`src/rtl/pulse_counter.sv`:
```
// rtl/pulse_counter.sv - saturating/wrapping pulse-length up-counter (optional load via PULSE_COUNTER_LOAD_EN)
module pulse_counter #(
    parameter int unsigned W        = 8,
    parameter int unsigned SCLR_VAL = 0,
    parameter int unsigned RST_VAL  = 0,
    parameter bit          SATURATE = 1'b1
) (
    input  logic         clk,
    input  logic         rst_n,
    input  logic         ce,
    input  logic         sclr,
`ifdef PULSE_COUNTER_LOAD_EN
    input  logic         load,
    input  logic [W-1:0] load_val,
`endif
    output logic [W-1:0] cnt,
    output logic         at_max
);

    // Preset values reduced to the counter width once, at elaboration.
    localparam logic [W-1:0] SCLR_W = W'(SCLR_VAL);
    localparam logic [W-1:0] RST_W  = W'(RST_VAL);
    localparam logic [W-1:0] ONE_W  = W'(1);
    localparam logic [W-1:0] ZERO_W = '0;

    // Threshold compare in the capture path keys off this; pure decode, no added latency.
    assign at_max = &cnt;

    // Count register: reset > ce hold > clear > (load) > saturate/wrap > increment.
    always_ff @(posedge clk or negedge rst_n) begin
        if (!rst_n) begin
            cnt <= RST_W;
        end else if (ce) begin
            if (sclr) begin
                cnt <= SCLR_W;
`ifdef PULSE_COUNTER_LOAD_EN
            end else if (load) begin
                cnt <= load_val;
`endif
            end else if (at_max) begin
                cnt <= SATURATE ? cnt : ZERO_W;
            end else begin
                cnt <= cnt + ONE_W;
            end
        end
    end

endmodule

```
`config.mk`:
```
export PLATFORM = sky130hd
export DESIGN_NAME = pulse_counter
export DESIGN_NICKNAME = d
export VERILOG_FILES = /design/src/rtl/pulse_counter.sv
export SDC_FILE = /design/constraint.sdc
export NUM_CORES = 1
export LEC_CHECK = 0
export ABC_CLOCK_PERIOD_IN_PS = 1700
export CAP_MARGIN = 20
export CORE_AREA = 2 2 39 41
export DETAILED_ROUTE_END_ITERATION = 10
export DIE_AREA = 0 0 41 43
export DONT_BUFFER_PORTS = 1
export PLACE_DENSITY_LB_ADDON = 0.25
export SLEW_MARGIN = 20
export SYNTH_ARGS = -nofsm -noshare
export SYNTH_HDL_FRONTEND = slang
export SYNTH_SLANG_ARGS = --single-unit
```
`constraint.sdc`:
```
create_clock -name clk -period 1.7 [get_ports clk]
set_input_delay 0.17 -clock clk [delete_from_list [all_inputs] [get_ports clk]]
set_output_delay 0.17 -clock clk [all_outputs]
set_load 0.01 [all_outputs]
```
==> flow_summary.ini <==
[status]
run_status = complete, no violations

[logic_synthesis]
syn_inst = 51
synth-xor-area-share_pct = 0
avgSynthCellArea_um2 = 9.593
synth_compound_area_share_pct = 30.69
synthAdderAreaFrac_pct = 2.558
synthTopCellsByArea = dfrtp_1, and3_1, o21ai_0
yosysWarnings = 0
syn_nets = 56
yosysMostFrequentCell = dfrtp_1
synth_top_family_by_area = compound AO/OA/AOI/OAI gates
ys_async_sr_fraction_pct = 100.0
ys_seq_elements = 8
synthFlopType = dfrtp_1
synth_seq_area_share_pct = 40.92
ys_types = 27
synth_edf_count = 0
synthesis.area_um2 = 489.2
synth-simple-area-share_pct = 20.20
yosys.area.top_type = dfrtp_1
synthDominantCellAreaShare_pct = 40.92
netlist_top_cells_count = dfrtp_1, and3_1, nand2_1, o21ai_0
muxShareOfSynthArea_pct = 0

[detailed_routing]
num_vias = 447
antenna_left = 0
avgViaCountPerCell = 6.041
drc = 0
routedWlPerCell_um = 16.26
wirelength_um = 1203
dr.pass1.iters = 4
drt_iter0_drc = 5

[global_route]
grt_max_degree = 13
grt_pass1_vias = 434
grt_pass1_wl_um = 2021
use_met2_pct = 21.25
use_met3_pct = 5.236
antenna_found_initial = 0
grt_busiest_layer = met1
met1_usage_pct = 25.00
grt-ovfl-total = 0
grt.total_usage_pct = 17.12

[clock_tree]
cts-buffers-inserted = 3
cts_root_buf = clkbuf_4
htreeDepth = 1
cts_max_path_buffers = 2
cts_sinks = 8
clkTransAtPathRegs_ns = 0.06
worstSkewPairLatency_ns = 0.25
cts_tree = yes

[setup_path]
critPathMaxFanout = 6
critPathLaunchType = register
critPathArrivalTime_ns = 1.73
crit_type = reg -> reg
critical-path-slowest-cell = dfrtp_1
end_kind = register
slowest_delay_ns = 0.45
crit_chain = ha_2, nand4_1, buf_4, o31ai_1, a21oi_1
worst_ep_required_time_ns = 1.84

[hold_path]
hold_class = in -> reg

[timing]
fin_crit_sh_pct = 93.42
fmax_ghz = 0.6297
finalClockSkew_ns = 0.0003156
finalCriticalPeriod_ns = 1.588
setup_viol = 0
worstMarginPinSlew_ns = 0.3791
hold_ws_ns = 0.02133
rsz0062_at_grt = false
slew_violations = 0
maxSlewHeadroom_pct = 74.64
totalNegativeSetupSlack_ns = 0
hold_violations = 0

[floorplan]
num_io_pins = 13
start_util_pct = 35.35
dieHeight_um = 43
die_area_um2 = 1763
die_w_um = 41
coreArea_um2 = 1384
rows = 14

[pwr]
p_sw_uw = 107.2
clock_power_share_pct = 36.8
power_uw = 409.6
p_per_area_nw_per_um2 = 714.8
seqPwrFrac_pct = 51.9
p_comb_share_pct = 11.4
netSwitchingFraction_pct = 26.18
power.static_leakage_nw = 0.2523
p_int_uw = 302.4
ir_worst_vdd_mv = 0.3534

[placed_design]
gp_routability_congestion = 0.7978
dpl.hpwl_um = 827.5
postPlaceCellArea_um2 = 508.0
io_buffer_count = 0

[finish]
stdcell_area_um2 = 573.1
n_fill_cell = 136
regMostFlops = cnt
layout-drive-gt1-share_pct = 20.69
largest_register_ffs = 8
syn2layout_area_growth_pct = 17.14
top_regs = cnt (8)
n_antenna_cell = 0
nNetsFinal = 65

[run]
max_cap_viol_count = 0
[final timing paths]
check | from | end | slack (ns) | cells after the start
max | cnt[1] | cnt[6] | 0.11 | 5
min | sclr | cnt[2] | 0.02 | 1
max reg2reg | cnt[1] | cnt[6] | 0.11 | 5
min reg2reg | cnt[5] | cnt[6] | 0.65 | 2
max in group asynchronous | rst_n | cnt[0] | 1.17 | 1
min in group asynchronous | rst_n | cnt[2] | 0.27 | 1
[stage by stage]
step / util (%) / std cells / worst slack, ns
after detailed placement: 36.71 / 67 / 0.1419
after global routing: 41.41 / 74 / 0.02245
after floorplan: - / 51 / 0.2638
final: 41.41 / 74 / 0.1119
after CTS: 41.23 / 74 / 0.07500
after global placement: 36.71 / 67 / 0.1892
[kinds of logic (layout without fill, tap and decap cells)]
logic type               after synthesis  after routing
AO/OA/AOI/OAI                         20             20
adder cells (fa/ha/maj)                1              1
buffers and inverters                  5             12
flip-flops                             8              8
AND/OR/NAND/NOR                       17             17
[worst max-delay path, delay by kind of cell, from the launching register on]
family	cells	cell delay, ns
fa+ha+maj	1	0.28
simple gates	1	0.21
flops	1	0.45
buf+inv	1	0.21
compound gates	2	0.32
[power by group through the flow]
stage | clock network [mW] | registers [mW] | logic (mW)
after floorplan | 0 | 0.215 | 0.0296
after global placement | 0 | 0.215 | 0.0379
after detailed placement | 0 | 0.215 | 0.0380
after CTS | 0.154 | 0.212 | 0.0465
after global routing | 0.168 | 0.214 | 0.0533
final | 0.151 | 0.212 | 0.0466
[cells in the final DEF, fill, tap and decap left out]
cell and instances:
nand2_1 4, ha_2 1, a31oi_1 1, a311o_1 1
a21o_1 1, nand4_1 2, o221ai_1 1, a211oi_1 1
nand3_1 2, and3_1 4, inv_1 3, and4_2 1
a41oi_1 2, a21oi_1 3, and2_1 2, a211oi_2 1
buf_4 4, nor2_4 1, a311oi_1 1, dfrtp_1 8
o21ai_0 4, o31ai_1 1, o2111ai_1 1, clkbuf_4 3
a21boi_2 1, dlygate4sd3_1 2, a2bb2oi_1 1, and2b_1 1
[final cells by class]
class	count	area [um2]	area share, %
Clock buffer	3	22.52	3.930
Inverter	3	11.26	1.965
Multi-Input combinational cell	38	269.0	46.94
Sequential cell	8	200.2	34.93
Tap cell	16	20.02	3.493
Timing Repair Buffer	6	50.05	8.734
[layer usage]
layer	vias up	routed length [um]
li1	218	-
met1	212	590
met2	13	525
met3	4	65
met4	0	22
met5	-	0
[what timing repair did]
item                       4_1_cts  5_1_grt
hold buffers                     2        0
buffers inserted                 2        0
gates resized for setup          1        1
pin swaps                        1        0
setup endpoints to repair        1        2
hold endpoints to repair        10        0
Note: power is estimated with default switching activity, not from simulation.
